==> src/rtl/cotm32_bus_arbiter.sv <==
// cotm32 memory-port arbiter: one outstanding access shared by IFU and LSU,
// with memory-map decode, error responses and LSU priority bounded by an IFU fairness guard.
package cotm32_pkg;
  localparam int XLEN = 32;

  localparam logic [XLEN-1:0] INST_MEM_START = 32'h0000_0000;
  localparam logic [XLEN-1:0] INST_MEM_END   = 32'h0000_03FF;
  localparam logic [XLEN-1:0] ROM_MEM_START  = 32'h0001_0000;
  localparam logic [XLEN-1:0] ROM_MEM_END    = 32'h0001_0FFF;
  localparam logic [XLEN-1:0] DATA_MEM_START = 32'h1000_0000;
  localparam logic [XLEN-1:0] DATA_MEM_END   = 32'h1000_0FFF;

  typedef enum logic [1:0] {
    LSU_MEM_SRC_UNKNOWN = 2'd0,
    LSU_MEM_SRC_ROM     = 2'd1,
    LSU_MEM_SRC_DMEM    = 2'd2
  } lsu_mem_src_t;

  function automatic logic in_range(input logic [XLEN-1:0] a, input logic [XLEN-1:0] lo,
                                    input logic [XLEN-1:0] hi);
    return (a >= lo) && (a <= hi);
  endfunction
endpackage

module cotm32_bus_arbiter
  import cotm32_pkg::*;
#(
  parameter int FAIR_LIMIT = 4
) (
  input  logic              clk,
  input  logic              rst_n,
  input  logic              if_req,
  input  logic [XLEN-1:0]   if_addr,
  output logic              if_gnt,
  output logic              if_rvalid,
  output logic [XLEN-1:0]   if_rdata,
  output logic              if_err,
  input  logic              ls_req,
  input  logic [XLEN-1:0]   ls_addr,
  input  logic              ls_we,
  input  logic [3:0]        ls_wstrb,
  input  logic [XLEN-1:0]   ls_wdata,
  output logic              ls_gnt,
  output logic              ls_rvalid,
  output logic [XLEN-1:0]   ls_rdata,
  output logic              ls_err,
  output logic              m_req,
  output logic [XLEN-1:0]   m_addr,
  output logic              m_we,
  output logic [3:0]        m_wstrb,
  output logic [XLEN-1:0]   m_wdata,
  output lsu_mem_src_t      m_src,
  input  logic              m_gnt,
  input  logic              m_rvalid,
  input  logic [XLEN-1:0]   m_rdata
);

  localparam int CW = (FAIR_LIMIT < 1) ? 1 : $clog2(FAIR_LIMIT + 1);
  localparam logic [CW-1:0] FAIR_CNT = CW'(FAIR_LIMIT);

  typedef enum logic [1:0] {ST_IDLE, ST_ISSUE, ST_WAIT, ST_ERR} state_t;

  state_t        state_r;
  logic          owner_r;
  logic [XLEN-1:0] addr_r;
  logic          we_r;
  logic [3:0]    wstrb_r;
  logic [XLEN-1:0] wdata_r;
  lsu_mem_src_t  src_r;
  logic [CW-1:0] starve_r;

  logic          grant_s;
  logic          pick_ls_s;
  logic [XLEN-1:0] req_addr_s;
  logic          req_we_s;
  logic [3:0]    req_wstrb_s;
  logic [XLEN-1:0] req_wdata_s;
  logic          in_inst_s;
  logic          in_rom_s;
  logic          in_dmem_s;
  logic          legal_s;
  lsu_mem_src_t  req_src_s;
  logic          rsp_s;
  logic          err_s;

  // Pick the winner and decode its request while idle; IFU fetches become plain word reads
  always_comb begin
    pick_ls_s   = 1'b0;
    req_addr_s  = '0;
    req_we_s    = 1'b0;
    req_wstrb_s = 4'b0000;
    req_wdata_s = '0;
    legal_s     = 1'b0;
    req_src_s   = LSU_MEM_SRC_UNKNOWN;
    if (ls_req && (!if_req || (starve_r != FAIR_CNT))) begin
      pick_ls_s = 1'b1;
    end else begin
      pick_ls_s = 1'b0;
    end
    grant_s = rst_n && (state_r == ST_IDLE) && (if_req || ls_req);
    if (pick_ls_s) begin
      req_addr_s  = ls_addr;
      req_we_s    = ls_we;
      req_wstrb_s = ls_wstrb;
      req_wdata_s = ls_wdata;
    end else begin
      req_addr_s  = if_addr;
      req_we_s    = 1'b0;
      req_wstrb_s = 4'b0000;
      req_wdata_s = '0;
    end
    in_inst_s = in_range(req_addr_s, INST_MEM_START, INST_MEM_END);
    in_rom_s  = in_range(req_addr_s, ROM_MEM_START, ROM_MEM_END);
    in_dmem_s = in_range(req_addr_s, DATA_MEM_START, DATA_MEM_END);
    if (pick_ls_s) begin
      legal_s = (in_rom_s && !req_we_s) || in_dmem_s;
    end else begin
      legal_s = in_inst_s || in_rom_s;
    end
    if (in_rom_s) begin
      req_src_s = LSU_MEM_SRC_ROM;
    end else if (in_dmem_s) begin
      req_src_s = LSU_MEM_SRC_DMEM;
    end else begin
      req_src_s = LSU_MEM_SRC_UNKNOWN;
    end
  end

  assign rsp_s     = (state_r == ST_WAIT) && m_rvalid;
  assign err_s     = (state_r == ST_ERR);
  assign if_gnt    = grant_s && !pick_ls_s;
  assign ls_gnt    = grant_s && pick_ls_s;
  assign if_rvalid = (rsp_s || err_s) && !owner_r;
  assign ls_rvalid = (rsp_s || err_s) && owner_r;
  assign if_err    = err_s && !owner_r;
  assign ls_err    = err_s && owner_r;
  assign if_rdata  = (rsp_s && !owner_r) ? m_rdata : '0;
  assign ls_rdata  = (rsp_s && owner_r) ? m_rdata : '0;
  assign m_req     = (state_r == ST_ISSUE);
  assign m_addr    = addr_r;
  assign m_we      = we_r;
  assign m_wstrb   = wstrb_r;
  assign m_wdata   = wdata_r;
  assign m_src     = src_r;

  // Transaction sequencer with request latches and the IFU starvation counter
  always_ff @(posedge clk or negedge rst_n) begin
    if (!rst_n) begin
      state_r  <= ST_IDLE;
      owner_r  <= 1'b0;
      addr_r   <= '0;
      we_r     <= 1'b0;
      wstrb_r  <= 4'b0000;
      wdata_r  <= '0;
      src_r    <= LSU_MEM_SRC_UNKNOWN;
      starve_r <= '0;
    end else begin
      case (state_r)
        ST_IDLE: begin
          if (grant_s) begin
            owner_r <= pick_ls_s;
            addr_r  <= req_addr_s;
            we_r    <= req_we_s;
            wstrb_r <= req_wstrb_s;
            wdata_r <= req_wdata_s;
            src_r   <= req_src_s;
            state_r <= legal_s ? ST_ISSUE : ST_ERR;
            // Only an LSU win over a waiting IFU counts toward starvation
            if (!pick_ls_s || !if_req) begin
              starve_r <= '0;
            end else if (starve_r != FAIR_CNT) begin
              starve_r <= starve_r + CW'(1);
            end else begin
              starve_r <= starve_r;
            end
          end else begin
            state_r <= ST_IDLE;
          end
        end
        ST_ISSUE: state_r <= m_gnt ? ST_WAIT : ST_ISSUE;
        ST_WAIT:  state_r <= m_rvalid ? ST_IDLE : ST_WAIT;
        ST_ERR:   state_r <= ST_IDLE;
        default:  state_r <= ST_IDLE;
      endcase
    end
  end

endmodule

==> config.mk <==
export PLATFORM = sky130hd
export DESIGN_NAME = cotm32_bus_arbiter
export DESIGN_NICKNAME = d
export VERILOG_FILES = /design/src/rtl/cotm32_bus_arbiter.sv
export SDC_FILE = /design/constraint.sdc
export NUM_CORES = 1
export LEC_CHECK = 0
export CORE_MARGIN = 2
export CORE_UTILIZATION = 30
export CTS_CLUSTER_SIZE = 10
export DETAILED_ROUTE_END_ITERATION = 6
export PLACE_DENSITY = 0.71
export SYNTH_ARGS = -nofsm -noshare
export SYNTH_HDL_FRONTEND = slang
export SYNTH_SLANG_ARGS = --single-unit
export TNS_END_PERCENT = 100
==> constraint.sdc <==
create_clock -name clk -period 4.9 [get_ports clk]
set_input_delay 0.735 -clock clk [delete_from_list [all_inputs] [get_ports clk]]
set_output_delay 0.735 -clock clk [all_outputs]
set_load 0.03 [all_outputs]
* After elaboration in Yosys (flattened, before gate mapping)
Cells that the tools add are included.
Cells by class: equality and inequality tests 4, mux-type cells 17, reduce and logical (&&, ||, !) cells 30, $lt $le $gt $ge 6, $add $sub $neg 1
Operator list (number):
- $mux 32 | 4
- $ge 32x1->1 const B | 1
- $ge 32x17->1 const B | 1
- $ge 32x29->1 const B | 1
- $le 32x10->1 const B | 1
- $le 32x17->1 const B | 1
- $le 32x29->1 const B | 1
- $logic_and 1x1->1 | 16
- $mux 2 | 6
- $pmux 2 s4 | 1
- $logic_or 1x1->1 | 6
- $mux 3 | 2
- $eq 2x2->1 const B | 2
- $logic_not 1->1 | 4
- $mux 4 | 1
- $add 3x1->3 const B | 1
- $mux 1 | 3
- $ne 3x3->1 const B | 1
- $reduce_and 3->1 | 1
- $eq 2x1->1 const B | 1
- $logic_not 2->1 | 1
- $reduce_and 2->1 | 1
- $reduce_bool 2->1 | 1
Word-level totals: register bits after elaboration 77, logic and storage cells 66, bits of input ports 139, output and inout port bits 142

* Depth between registers and ports, before layout
Gate-level depths: netlist of run 1.
depth in word-level cells 13, gate-level depth with buffers 8, depth with buffers taken out 7

* Least setup slack after synthesis of run 1
Ideal clock, no wire load.
kind input -> output, from input if_req, to output if_gnt, stages on the path 4, slack 2.609 ns, data required time 4.165 ns, buffers on the path 1, data arrival time 1.556 ns, path through nand3_1 and2_1 clkbuf_1 nor2_1
On the way: longest elaborated chain between the ends 6, elaborated cells between the ends (all ways) 8
Ends and longest elaborated chain:
- from (decl) | RTL line 32 | input logic if_req,
- $logic_not 1->1 | RTL line 95 | if (ls_req && (!if_req || (starve_r != FAIR_CNT))) begin
- $logic_or 1x1->1 | RTL line 95
- $logic_and 1x1->1 | RTL line 95
- $mux 1 | RTL line 95
- $logic_not 1->1 | RTL line 131 | assign if_gnt = grant_s && !pick_ls_s;
- $logic_and 1x1->1 (*) | RTL line 131
- to (decl) | RTL line 34 | output logic if_gnt,
Every way passes the cells marked *; elsewhere a longest branch is shown, timed or not.

* Final worst setup path of run 1
Ends and elaborated chain as after synthesis.

==> results.tsv, run 1 <==
metric	value	unit
synth warn	0	
Setup crit end	if_gnt	
std cell rows	40	
Max VDD drop	0.315	mV
starting density of the core	31.1	%
Layout area overhead	86.7	%
Post-CTS Hold Fix Bufs	0	
EDFF count, synth	0	
width of the die	116	µm
Worst Reg-to-Reg Cells	8	
top cells by count, synth	dfrtp_1 (77), and2_1 (65), a22o_1 (38), nand2_1 (37), o21ai_0 (36)	
Mean Syn Cell Area	10.3	µm²
Yosys top cell area share	51.1	%
clock skew	0.00902	ns
data required time of the worst path	4.16	ns
number of CTS-inserted buffers	9	
Max Clk Rate	276	MHz
Critical Path AT	2.88	ns
Syn Std Cell Area	3770	µm²
most frequent cell after synthesis	dfrtp_1	
Final Max Slew Viols	0	
post-CTS sizing	0	
LEAKAGE	3.03	nW
die area	13500	µm²
Tot Pwr	3.93	mW
num ports	281	
synthesized instance count	366	
vias in the first global route	3811	
routed via count	3766	
Final period util	73.9	%
post-layout net count	778	
final count of negative-setup-slack endpoints	0	
Pre-antenna DRT Iters	4	
Async SR Flop Fraction	100	%
final wirelength	13.3	mm
Clock Latency Late Sink	0.33	ns
global-route wire length before repair	19.7	mm
Syn Nets	507	
Pwr Density	559	nW/µm²
HP Start	m_addr[5]$_DFFE_PN0P_	
Port Buffers	280	
CTS clk-pin slew, worst paths	0.06	ns
Final Critical Period	3.62	ns
Routability Congestion	0.836	
largest net degree at the start of global routing	79	
Post-Place Setup Slack	1.27	ns
synth unique cells	33	
core area	12100	µm²
DRT iter0 DRCs	148	
routed len/inst	16.5	µm
critical path class	in -> out	
outcome	finished clean	
Max Buffers Root-to-Sink	2	
Slew HR	36.5	%
DIE HEIGHT	116	µm
register area share after synthesis	51.1	%
Yosys reg bits	77	
Post-CTS Setup Inserts	0	
hold crit path type	reg -> reg	
Synth Flop Type	dfrtp_1	
Antenna Cells	0	
drt drc	0	
crit-path max FO	46	
total global-route track usage	19.4	%
crit path from	if_req	
Worst-Margin Slew	0.953	ns
GRT Residual Overflow	0	
CTS H-tree depth	3	
worst flop-to-flop path startpoint	starve_r[0]$_DFFE_PN0P_	
ANT nets after route	0	
CTS sink cnt	77	
post-route setup TNS	0	ns
top cell type by total area after synthesis	dfrtp_1	
initial antenna violation count	0	
Worst Setup End Kind	output pin	
RSZ-0062 raised after global routing	no	
final hold violations	0	
clock root buffer	clkbuf_16	
CP Launch Type	primary input	
DR vias/cell	4.65	
R2R Path End	state_r[1]$_DFF_PN0_	
R2R setup slack	2.75	ns
TritonCTS clock tree	yes	
Setup WS post-layout	1.28	ns
layout cells sized above 1	4.52	%
top cells by area, synth	dfrtp_1 (51%), and2_1 (11%), a22o_1 (8.8%)	
Max Cap Viol	0	
Detailed Place HPWL	10.8	mm
## cell families after synthesis
logic type,count (synthesis),synth area share (%)
simple gates,136,19.9
compound gates,87,16.2
flops,77,51.1
mux,33,8.77
buf+inv,31,3.32
fa+ha+maj,2,0.664
## cell usage in the layout (no fill, tap or decap), types with 2 or more instances in the layout
master           instances
a21o_1                   2
a21oi_1                  2
a22o_1                  38
and2_1                  65
and3_1                   2
buf_4                    7
clkbuf_16                9
clkdlybuf4s50_1        279
clkinv_4                 3
dfrtp_1                 77
ha_1                     2
inv_1                    5
inv_6                    2
mux2i_1                 33
nand2_1                 36
nand2b_1                 3
nand4_1                  5
nor2_1                   7
nor3_1                   2
nor4_1                   7
o21ai_0                 36
o31ai_1                  2
or4_4                    2
## registers in the layout (all words and copies together) (netlist names)
name	cells
m_addr	32
m_wdata	32
m_wstrb	4
starve_r	3
m_src	2
state_r	2
m_we	1
owner_r	1
## through the flow
stage | util (%) | hold slack (ns) | area [µm²] | cells
2_1_floorplan | - | 0.439 | 3770 | 366
3_3_place_gp | 55.5 | 0.460 | 6730 | 794
3_5_place_dp | 55.5 | 0.469 | 6730 | 794
4_1_cts | 58.1 | 0.483 | 7030 | 810
5_1_grt | 58.1 | 0.505 | 7030 | 810
6_report | 58.1 | 0.477 | 7030 | 810
## final cells by class
class,count,area (µm²)
timing repair buffer,286,2850
sequential,77,1930
clock inverter,7,81.3
tap,168,210
clock buffer,9,225
inverter,5,18.8
multi-input combinational,258,1730
fill,1099,5080
## how the worst min path moves through the flow
| stage | end | slack (ns) | depth (start not counted) |
|---|---|---|---|
| after global placement | m_addr[5]$_DFFE_PN0P_ | 0.46 | 2 |
| after CTS | m_addr[5]$_DFFE_PN0P_ | 0.48 | 2 |
| after detailed placement | m_addr[5]$_DFFE_PN0P_ | 0.47 | 2 |
| after floorplan | m_addr[0]$_DFFE_PN0P_ | 0.44 | 0 |
| final | m_addr[5]$_DFFE_PN0P_ | 0.48 | 2 |
| after global routing | m_addr[11]$_DFFE_PN0P_ | 0.51 | 2 |
## layer usage
metal,track usage [%],vias to the layer above,share of wire [%]
met5,0,-,0
met4,10.2,0,3.8
met3,4.92,33,8.5
met2,36.0,174,52
met1,20.1,1723,36
li1,-,1836,-
## report_power, final
part	internal, mW	switching (mW)	total [mW]	leakage [nW]
clock	0.400	0.272	0.672	0.147
combinational	0.939	1.21	2.15	1.89
sequential	0.934	0.177	1.11	0.992
## critical path: stages
cell             delay [ns]
clkdlybuf4s50_1        0.50
o211ai_1               0.39
buf_4                  0.48
nor2_1                 0.13
clkdlybuf4s50_1        0.63
No activity file was read; power rests on OpenSTA's default activity.
==> run 2: changes to the inputs <==
- PLACE_DENSITY: 0.71 -> 0.74
- clock period: 4.9 -> 3 ns (I/O delays scaled with it)
==> results.tsv, run 2 (synthesis results as in run 1) <==
metric	value	unit	change
outcome	finished clean		unchanged
CP peak stage delay	0.76	ns	was 0.63 ns
routed len/inst	17.0	µm	was 16.5 µm
num ports	281		unchanged
Pwr Density	916	nW/µm²	was 559 nW/µm²
hold crit path type	in -> async		was reg -> reg
Post-CTS Hold Fix Bufs	0		unchanged
met1 Resource Use GR	20.5	%	was 20.1%
std cell rows	40		unchanged
final count of negative-setup-slack endpoints	0		unchanged
Routability Congestion	0.876		was 0.836
die area	13500	µm²	unchanged
routed via count	3783		was 3,766
post-CTS sizing	0		unchanged
critical path class	in -> out		unchanged
post-route setup TNS	0	ns	unchanged
Worst-Margin Slew	0.965	ns	was 0.953 ns
global-route wire length before repair	20.5	mm	was 19.7 mm
most common cell after layout, fill and taps aside	clkdlybuf4s50_1		unchanged
starting density of the core	31.1	%	unchanged
final hold violations	0		unchanged
Final Max Slew Viols	0		unchanged
Layout Utilization	57.6	%	was 58.1%
Pre-antenna DRT Iters	4		unchanged
switch share	41.8	%	was 42.2%
CP Launch Type	primary input		unchanged
Worst path slowest cell	nor2_4		was clkdlybuf4s50_1
Worst Setup End Kind	output pin		unchanged
data required time of the worst path	2.55	ns	was 4.16 ns
Port Buffers	280		unchanged
Clock Latency Late Sink	0.33	ns	about the same
CTS clk-pin slew, worst paths	0.06	ns	about the same
Post-CTS Setup Inserts	0		unchanged
TritonCTS clock tree	yes		unchanged
Worst Path Buf+Inv	2		was 3
Critical Path Stages	4		was 5
LEAKAGE	3.11	nW	was 3.03 nW
hold slack	0.411	ns	was 0.477 ns
Comb pwr share	54.9	%	was 54.7%
crit-path max FO	40		was 46
initial antenna violation count	1		was 0
largest net degree at the start of global routing	79		unchanged
Clock power frac	16.7	%	was 17.1%
CTS sink cnt	77		unchanged
total global-route track usage	20.3	%	was 19.4%
DIE HEIGHT	116	µm	unchanged
CTS H-tree depth	3		unchanged
GR peak layer	met2		unchanged
post-layout net count	779		was 778
clock skew	0.00500	ns	was 0.00902 ns
met2 usage in global routing	37.6	%	was 36.0%
commonest cells after routing, fill and taps aside	clkdlybuf4s50_1 (244), dfrtp_1 (77), and2_1 (65)		was clkdlybuf4s50_1 (279), dfrtp_1 (77), and2_1 (65)
Sequential Power Share	28.4	%	was 28.2%
ANT nets after route	0		unchanged
clock root buffer	clkbuf_16		unchanged
core area	12100	µm²	unchanged
GRT Residual Overflow	0		unchanged
Tot Pwr	6.39	mW	was 3.93 mW
RSZ-0062 raised after global routing	no		unchanged
crit path cell chain	clkdlybuf4s50_1, o211ai_1, nor2_4, buf_4		was clkdlybuf4s50_1, o211ai_1, buf_4, nor2_1, clkdlybuf4s50_1
Detailed Place HPWL	11.1	mm	was 10.8 mm
GR Layer Usage met3	6.33	%	was 4.92%
width of the die	116	µm	unchanged
Slew HR	35.7	%	was 36.5%
Max VDD drop	0.508	mV	was 0.315 mV
layout cells sized above 1	9.81	%	was 4.52%
delay-heaviest family, CP	buffers and inverters		unchanged
Internal	3.72	mW	was 2.27 mW
drt drc	0		unchanged
final wirelength	13.8	mm	was 13.3 mm
Layout Cells excl Fill	811		was 810
Final Critical Period	2.75	ns	
DRT iter0 DRCs	138		was 148
Final period util	91.7	%	
Max Clk Rate	364	MHz	
Max Cap Viol	0		unchanged
placed cell count	795		was 794
vias in the first global route	3892		was 3,811
DR vias/cell	4.66		was 4.65
number of CTS-inserted buffers	9		unchanged
Psw	2.67	mW	was 1.66 mW
Worst Reg-to-Reg Cells	5		was 8
Critical Path AT	2.30	ns	was 2.88 ns
Max Buffers Root-to-Sink	2		unchanged
Layout area overhead	85.2	%	was 86.7%
[run 2: changes by cell type in the layout (fill, tap and decap cells not counted), sizes merged]
cell	change
clkinvlp	-1
clkbuf	+2
buf	+36
diode	+1
inv	-2
clkdlybuf4s50	-35
[run 2: path summary, 6_finish.rpt]
check,startpoint,slack [ns],endpoint
max,if_req,0.25,ls_gnt
min,rst_n,0.41,m_addr[28]$_DFFE_PN0P_
max reg2reg,state_r[0]$_DFF_PN0_,0.88,state_r[1]$_DFF_PN0_
min reg2reg,m_addr[29]$_DFFE_PN0P_,0.48,m_addr[29]$_DFFE_PN0P_
max in group asynchronous,rst_n,1.98,m_wdata[26]$_DFFE_PN0P_
min in group clk,m_addr[29]$_DFFE_PN0P_,0.48,m_addr[29]$_DFFE_PN0P_
[run 2: worst register-to-register path, cell delays in order (launching register included)]
cell	delay, ns
dfrtp_1	0.41
nor2_1	0.18
o211ai_1	0.21
nor2_4	0.76
a22oi_1	0.21
o31ai_1	0.25
[run 2: stage by stage]
stage	instance area (µm²)	worst slack (ns)
4_1_cts	6980	0.250
6_report	6980	0.249
5_1_grt	6980	0.128
2_1_floorplan	3770	1.14
3_3_place_gp	6680	0.290
3_5_place_dp	6680	0.205
[run 2: power groups by stage]
stage          combinational (mW)  sequential (mW)  clock, mW
2_1_floorplan                1.04             2.70          0
3_3_place_gp                 3.48             1.83          0
3_5_place_dp                 3.54             1.82          0
4_1_cts                      3.55             1.82       1.09
5_1_grt                      3.73             1.89       1.14
6_report                     3.51             1.82       1.06
[run 2: per-layer routing]
metal	vias to the layer above	part of all wire (%)
li1	1833	-
met1	1747	36
met3	26	9.1
met5	-	0
met2	177	52
met4	0	3.1
[run 2: layout make-up]
cell class / instances / area (µm²)
sequential: 77 / 1930
inverter: 5 / 18.8
fill: 1066 / 5130
clock buffer: 11 / 243
clock inverter: 4 / 48.8
antenna: 1 / 2.50
tap: 168 / 210
multi-input combinational: 258 / 1730
timing repair buffer: 287 / 2800
